--- config.mk ---
export PLATFORM = sky130hd
export DESIGN_NAME = bdiv16x8_seq_flat
export DESIGN_NICKNAME = d
export VERILOG_FILES = /design/src/rtl/bdiv16x8_seq_if.sv /design/src/rtl/bdiv16x8_seq.sv /design/src/flat_wrapper.sv
export SDC_FILE = /design/constraint.sdc
export NUM_CORES = 1
export LEC_CHECK = 0
export CORE_MARGIN = 4
export CORE_UTILIZATION = 53
export CTS_CLUSTER_DIAMETER = 100
export DETAILED_ROUTE_END_ITERATION = 10
export PLACE_DENSITY_LB_ADDON = 0.1
export REMOVE_ABC_BUFFERS = 1
export SLEW_MARGIN = 25
export SYNTH_ARGS = -nofsm -noshare
export SYNTH_HDL_FRONTEND = slang
export SYNTH_SLANG_ARGS = --single-unit
--- constraint.sdc ---
create_clock -name clk -period 3.04 [get_ports clk]
set_input_delay 0.608 -clock clk [delete_from_list [all_inputs] [get_ports clk]]
set_output_delay 0.608 -clock clk [all_outputs]
set_load 0.02 [all_outputs]
--- src/rtl/bdiv16x8_seq_if.sv ---
// Request/response bundle for the 16/8 sequential divider: operands and start
// flow master->slave, status and results flow slave->master.
interface bdiv16x8_seq_if;
  logic        start;
  logic [15:0] dividend;
  logic [7:0]  divisor;
  logic        busy;
  logic        done;
  logic [15:0] Q;
  logic [7:0]  R;
  logic        dz;

  modport master (
    output start, dividend, divisor,
    input  busy, done, Q, R, dz
  );

  modport slave (
    input  start, dividend, divisor,
    output busy, done, Q, R, dz
  );
endinterface

--- src/rtl/bdiv16x8_seq.sv ---
// Unsigned 16-bit by 8-bit restoring divider, one quotient bit per clock, MSB first.
// A zero divisor short-circuits to a flagged all-ones quotient one cycle after start.
module bdiv16x8_seq (
  input  logic          clk,
  input  logic          rst,
  bdiv16x8_seq_if.slave bus
);

  typedef enum logic [1:0] {
    IDLE = 2'd0,
    RUN  = 2'd1,
    DONE = 2'd2
  } state_t;

  state_t      state;
  state_t      state_nxt;

  logic [15:0] dvd_r;
  logic [7:0]  dvs_r;
  logic [7:0]  rem_r;
  logic [15:0] quo_r;
  logic [4:0]  cnt_r;
  logic        zero_r;

  logic [15:0] q_r;
  logic [7:0]  r_r;
  logic        dz_r;

  logic        accept;
  logic        finish;
  logic [8:0]  shifted;
  logic [9:0]  diff;
  logic        fits;
  logic [7:0]  rem_nxt;

  assign accept = bus.start && (state != RUN);
  assign finish = zero_r || (cnt_r == 5'd16);

  // 9-bit partial remainder: previous remainder with the next dividend bit shifted in.
  assign shifted = {rem_r, dvd_r[15]};
  assign diff    = {1'b0, shifted} - {2'b00, dvs_r};
  // A successful trial always leaves a value below the divisor, so both top bits are clear.
  assign fits    = (diff[9:8] == 2'b00);
  assign rem_nxt = fits ? diff[7:0] : shifted[7:0];

  always_comb begin
    state_nxt = state;
    unique case (state)
      IDLE: if (bus.start) state_nxt = RUN;
      RUN:  if (finish)    state_nxt = DONE;
      DONE: state_nxt = bus.start ? RUN : IDLE;
      default: state_nxt = IDLE;
    endcase
  end

  always_ff @(posedge clk) begin
    if (rst) begin
      state  <= IDLE;
      dvd_r  <= '0;
      dvs_r  <= '0;
      rem_r  <= '0;
      quo_r  <= '0;
      cnt_r  <= '0;
      zero_r <= 1'b0;
      q_r    <= '0;
      r_r    <= '0;
      dz_r   <= 1'b0;
    end else begin
      state <= state_nxt;
      if (accept) begin
        dvd_r  <= bus.dividend;
        dvs_r  <= bus.divisor;
        rem_r  <= '0;
        quo_r  <= '0;
        cnt_r  <= '0;
        zero_r <= (bus.divisor == 8'h00);
      end else if (state == RUN) begin
        if (zero_r) begin
          q_r  <= '1;
          r_r  <= dvd_r[7:0];
          dz_r <= 1'b1;
        end else if (cnt_r == 5'd16) begin
          q_r  <= quo_r;
          r_r  <= rem_r;
          dz_r <= 1'b0;
        end else begin
          rem_r <= rem_nxt;
          quo_r <= {quo_r[14:0], fits};
          dvd_r <= {dvd_r[14:0], 1'b0};
          cnt_r <= cnt_r + 5'd1;
        end
      end
    end
  end

  assign bus.busy = (state == RUN);
  assign bus.done = (state == DONE);
  assign bus.Q    = q_r;
  assign bus.R    = r_r;
  assign bus.dz   = dz_r;

endmodule

--- src/flat_wrapper.sv ---
// flat-port wrapper written by rule: the top's interface ports become plain ports
module bdiv16x8_seq_flat 
  (clk, rst, bus_start, bus_dividend, bus_divisor, bus_busy, bus_done, bus_Q, bus_R, bus_dz);
  bdiv16x8_seq_if bus_i ();
  input  logic clk;
  input  logic rst;
  input wire logic [$bits(bus_i.start)-1:0] bus_start;
  input wire logic [$bits(bus_i.dividend)-1:0] bus_dividend;
  input wire logic [$bits(bus_i.divisor)-1:0] bus_divisor;
  output wire logic [$bits(bus_i.busy)-1:0] bus_busy;
  output wire logic [$bits(bus_i.done)-1:0] bus_done;
  output wire logic [$bits(bus_i.Q)-1:0] bus_Q;
  output wire logic [$bits(bus_i.R)-1:0] bus_R;
  output wire logic [$bits(bus_i.dz)-1:0] bus_dz;
  assign bus_i.start = bus_start;
  assign bus_i.dividend = bus_dividend;
  assign bus_i.divisor = bus_divisor;
  assign bus_busy = bus_i.busy;
  assign bus_done = bus_i.done;
  assign bus_Q = bus_i.Q;
  assign bus_R = bus_i.R;
  assign bus_dz = bus_i.dz;
  bdiv16x8_seq u_core (.clk(clk), .rst(rst), .bus(bus_i));
endmodule
After elaboration in Yosys (flattened, before gate mapping)
Index checks and enable logic that the tools add are counted.
{"block": "totals", "word_cells": 50, "out_inout_bits": 27, "reg_bits": 81, "inputBits": 27}
{"block": "op_classes", "addsub": 2, "mux": 15, "n_reduce_logical": 12, "n_bitwise": 3, "n_eq_ne": 8}
{"operator": "two-way mux 16 bit", "n": 6}
{"operator": "two-way mux 8 bit", "n": 3}
{"operator": "subtractor 9 x 8 -> 10 bit", "n": 1}
{"operator": "AND reduction 3 bit", "n": 3}
{"operator": "logical NOT 8 bit", "n": 1}
{"operator": "!= test 2 x 1 -> 1 bit (second input constant)", "n": 3}
{"operator": "case mux 2 bit (3 select lines)", "n": 1}
{"operator": "adder 5 x 1 -> 5 bit (second input constant)", "n": 1}
{"operator": "== test 5 bit (second input constant)", "n": 1}
{"operator": "logical NOT 2 bit", "n": 2}
{"operator": "two-way mux 2 bit", "n": 2}
{"operator": "!= test 2 bit (second input constant)", "n": 2}
{"operator": "nonzero test 2 bit", "n": 2}
{"operator": "two-way mux 1 bit", "n": 3}
{"operator": "inverter 1 bit", "n": 3}
{"operator": "== test 2 x 1 -> 1 bit (second input constant)", "n": 1}
{"operator": "== test 2 bit (second input constant)", "n": 1}
{"operator": "AND reduction 2 bit", "n": 1}
{"operator": "OR reduction 2 bit", "n": 1}
{"operator": "logical AND 1 bit", "n": 1}
{"operator": "logical OR 1 bit", "n": 1}

Longest topological paths before layout
{"block": "logic_depth", "depth_word": 5, "mapped_depth": 10, "mapped_depth_nobuf": 10}

Least setup slack after synthesis
OpenSTA, ideal clock, no wires.
{"block": "synth_path", "kind": "reg-to-reg", "from": "register u_core.dvd_r[15]", "to": "register u_core.rem_r[2]", "required_time_ps": 2923, "stages_incl_launch_ff": 11, "n_path_buf": 0, "synth_period_minus_slack_ps": 2593, "arrival_ps": 2476, "path_slack_ps": 447, "cell_sequence": "dfxtp_1 -> inv_1 -> ha_1 -> inv_1 -> fa_1 -> a211oi_2 -> o21ai_2 -> and4b_4 -> o32ai_4 -> mux2_4 -> a22o_1"}
{"block": "synth_between", "elab_chain_cells": 3}
{"item": "start: declaration", "line_no": "bdiv16x8_seq.sv:18", "source": "logic [15:0] dvd_r;"}
{"item": "start signal: assignment", "line_no": "bdiv16x8_seq.sv:71", "source": "dvd_r <= bus.dividend;"}
{"item": "start signal: assignment", "line_no": "bdiv16x8_seq.sv:89", "source": "dvd_r <= {dvd_r[14:0], 1'b0};"}
{"item": "subtractor 9 x 8 -> 10 bit (*)", "line_no": "bdiv16x8_seq.sv:41", "source": "assign diff = {1'b0, shifted} - {2'b00, dvs_r};"}
{"item": "logical NOT 2 bit", "line_no": "bdiv16x8_seq.sv:43", "source": "assign fits = (diff[9:8] == 2'b00);"}
{"item": "two-way mux 8 bit (*)", "line_no": "bdiv16x8_seq.sv:44", "source": "assign rem_nxt = fits ? diff[7:0] : shifted[7:0];"}
{"item": "end signal: assignment", "line_no": "bdiv16x8_seq.sv:87", "source": "rem_r <= rem_nxt;"}
{"item": "end: declaration", "line_no": "bdiv16x8_seq.sv:20", "source": "logic [7:0] rem_r;"}
Mark *: on every way between the ends. The rest lies on a longest branch, timed or not.
A chain may end at the register's enable or synchronous reset.

Worst setup path after layout
{"block": "layout_path", "from": "register u_core.dvd_r[15]", "to": "register u_core.rem_r[4]"}
The elaborated chain is that of the path after synthesis.

==> impl_metrics.py <==
metrics = {
    "worst_hold_path": {
        "holdPathStages": 2,
        "worstHoldEndpoint": "u_core.dvs_r[4]$_SDFFE_PP0P_",
        "hold_start": "u_core.dvs_r[4]$_SDFFE_PP0P_",
        "hp-class": "reg -> reg",
    },
    "global_routing": {
        "grt_pass1_wl_um": 13460,
        "grt_pass1_vias": 2884,
        "track_usage_pct": 20.05,
        "grt_max_degree": 49,
        "antenna_found_initial": 0,
        "globalRouteOverflowTotal": 0,
    },
    "cells_and_area": {
        "ff_latch_area_um2": 1622,
        "multi_input_area_um2": 1763,
        "synthToLayoutAreaGrowth_pct": 22.61,
        "layout_commonest_cell": "dfxtp_1",
        "num-fill-cells": 544,
        "drive_gt1_share_pct": 7.415,
        "nNetsFinal": 505,
        "mostFrequentLayoutCells": "dfxtp_1 (81), nand2_1 (73), a21oi_1 (54)",
        "antenna_cells": 0,
    },
    "detailed_routing": {
        "detail_route.iter0.violations": 159,
        "antenna_left": 0,
        "drt_drc_violations_left": 0,
        "avgViaCountPerCell": 5.437,
        "avgRoutedWirePerCell_um": 14.21,
        "dr.pass1.iters": 4,
        "routed_wl_um": 7803,
        "vias": 2985,
    },
    "timing": {
        "fin_skew_ps": 9.668,
        "rsz0062_at_grt": "no",
        "period_minus_slack_ps": 2678,
        "finalCritPeriodShare_pct": 88.10,
        "setup-violations-final": 0,
        "hold_viol": 0,
        "tns_ps": 0,
        "layout_setup_ws_ps": 361.6,
        "slew_headroom_pct": 54.47,
        "maxSlewViolCount": 0,
        "fmax_mhz": 373.4,
        "tightest_slew_ps": 682.2,
    },
    "worst_setup_path": {
        "cp-end-kind": "flop",
        "crit_path_start_kind": "flop",
        "ff2ff_setup_slack_ps": 360,
        "worstPathArrival_ps": 2900,
        "r2r_end": "u_core.rem_r[4]$_SDFFE_PP0N_",
        "regToRegStartpoint": "u_core.dvd_r[15]$_SDFFE_PP0P_",
        "crit_type": "reg -> reg",
        "worst-path-max-fanout": 7,
        "max_stage_delay_ps": 430,
        "crit_required_ps": 3260,
        "crit_chain": "inv_1 > ha_1 > inv_1 > fa_1 > a211oi_2 > o21ai_2 > and4b_4 > o32ai_4 > buf_4 > mux2i_1 > a21oi_1",
        "r2r_cells": 11,
        "cpMostUsedCell": "inv_1",
        "crit_path_top_delay_cell": "o32ai_4",
    },
    "yosys": {
        "yosysUniqueCellTypes": 41,
        "post-synth-top-area-fraction_pct": 45.80,
        "synth-seq-cells": 81,
        "synth_area_per_cell_um2": 8.411,
        "netlist_instances": 421,
        "synth_area_leader_cell": "dfxtp_1",
        "yosys-top-cells-area": "dfxtp_1 (46%), nand2_1 (7.7%), a21oi_1 (7.6%), nor2_1 (5.8%), a211oi_1 (5.1%)",
        "syn-cell-area_um2": 3541,
        "ys_warn_count": 0,
        "yosysSeqAreaShare_pct": 45.80,
    },
    "power_and_ir_drop": {
        "p_clk_share_pct": 34.5,
        "power.switching_uw": 615.2,
        "total_power_uw": 2254,
        "power.leakage_uw": 0.001503,
        "seqPwrFrac_pct": 49.5,
        "p_int_uw": 1639,
        "power_density_nw_per_um2": 519.3,
        "netSwitchingFraction_pct": 27.29,
        "pwr-share-comb_pct": 16.0,
        "irDropWorstVdd_v": 0.0003341,
    },
    "clock_tree": {
        "cts.repair.resized": 0,
        "cts_setup_buffers": 0,
        "htreeDepth": 3,
        "tritoncts": "built",
        "hold_buffers": 0,
        "clkLatencyLatePin_ps": 350,
        "path_clk_slew_ps": 90,
        "cts_root_buf": "clkbuf_8",
        "clock-sinks": 81,
        "cts_made_buffers": 9,
        "cts_buffer_depth": 2,
    },
    "placement": {
        "preCtsSetupSlack_ps": 419.5,
        "globalplace.congestion": 0.8676,
        "io_buffers": 53,
        "hpwl_um": 5313,
    },
    "floorplan": {
        "dieArea_um2": 8052,
        "core-area_um2": 6422,
        "io_pins": 54,
        "core.rowCount": 29,
        "die_y_um": 89.74,
        "initial_utilization_pct": 55.13,
        "die_w_um": 89.74,
    },
    "run_status": {
        "status": "complete, no violations",
    },
    "flow_run": {
        "cap_violations": 0,
    },
}
## stage by stage
stage	utilization [%]	std cells	hold slack (ps)	instance area [um^2]
4_1_cts	67.17	548	459.8	4314
5_1_grt	67.60	549	472.9	4342
3_5_place_dp	64.13	532	447.4	4119
3_3_place_gp	64.10	532	442.7	4116
6_report	67.60	549	458.7	4342
2_1_floorplan	-	393	430.0	3420
## flip-flops by register name, summed over array words and instances, names as in the netlist
register,count
u_core.bus.dz,1
u_core.bus.R,8
u_core.dvs_r,8
u_core.cnt_r,5
u_core.zero_r,1
u_core.quo_r,16
u_core.state,2
u_core.rem_r,8
u_core.bus.Q,16
u_core.dvd_r,16
## critical path, delay by kind of cell (launching register included)
kind | cells | cell delay, ps
DFF | 1 | 320
and+or+nand+nor | 1 | 220
muxes | 1 | 220
buffers and inverters | 3 | 360
adders and majority gates | 2 | 580
AOI/OAI and AO/OA | 4 | 860
## worst max path at each step
stage	from	to	slack, ps	cells after the start
final	u_core.dvd_r[15]$_SDFFE_PP0P_	u_core.rem_r[4]$_SDFFE_PP0N_	360	11
after CTS	u_core.dvd_r[15]$_SDFFE_PP0P_	u_core.rem_r[4]$_SDFFE_PP0N_	360	11
after global routing	u_core.dvd_r[15]$_SDFFE_PP0P_	u_core.rem_r[4]$_SDFFE_PP0N_	170	11
after floorplan	u_core.zero_r$_SDFFE_PP0P_	u_core.bus.Q[0]$_SDFFE_PP0P_	120	4
after detailed placement	u_core.dvd_r[15]$_SDFFE_PP0P_	u_core.rem_r[4]$_SDFFE_PP0N_	420	11
after global placement	u_core.dvd_r[15]$_SDFFE_PP0P_	u_core.rem_r[2]$_SDFFE_PP0N_	480	10
## synthesized netlist by cell type
master	instances
nor2b_1	2
dfxtp_1	81
nand4_1	2
a22o_1	2
buf_2	1
o21ai_0	8
a31oi_1	1
nor4_1	2
a21o_2	2
a22oi_1	15
nand2b_1	2
o211ai_1	1
o21a_1	3
buf_1	1
a211oi_2	1
a21oi_1	54
nor3b_1	1
a211o_1	1
and2_1	2
or2b_1	1
and4b_4	1
a32oi_1	1
o211a_1	1
inv_1	12
fa_1	1
o32ai_4	1
xor2_1	6
nand3_1	3
ha_1	10
nand2_1	73
a211oi_1	24
xnor2_1	4
nor2_1	55
o31ai_1	1
clkbuf_1	24
mux2_4	1
o21ai_2	1
nand3b_1	2
mux2i_1	14
nor3_1	1
buf_6	2
## area by class of cell
| class | count | area share [%] |
|---|---|---|
| flip-flops and latches | 81 | 37.35 |
| clock inverters | 6 | 1.556 |
| repair buffers | 63 | 14.29 |
| well taps | 77 | 2.219 |
| inverters | 12 | 1.037 |
| multi-input cells | 300 | 40.61 |
| clock buffers | 10 | 2.939 |
## cell families after synthesis
group	synth area share [%]
AO/OA/AOI/OAI	21.41
XOR/XNOR	2.473
adder cells (fa/ha/maj)	4.099
buffers and inverters	4.699
flip-flops	45.80
multiplexers	4.381
AND/OR/NAND/NOR	17.14
## power by group through the flow
stage                     combinational, uW  clock [uW]  sequential (uW)
after floorplan                         239           0             1130
after global placement                  351           0             1140
after detailed placement                359           0             1140
after CTS                               361         803             1120
after global routing                    399         845             1120
final                                   361         778             1120
## per-layer routing
| metal | GRT usage [%] | part of all wire [%] | vias to the layer above |
|---|---|---|---|
| li1 | - | - | 1540 |
| met1 | 25.22 | 47 | 1375 |
| met2 | 34.34 | 48 | 60 |
| met3 | 3.255 | 3.6 | 10 |
| met4 | 8.046 | 1.6 | 0 |
| met5 | 0 | 0 | - |
Note: power is estimated with default switching activity, not from simulation.
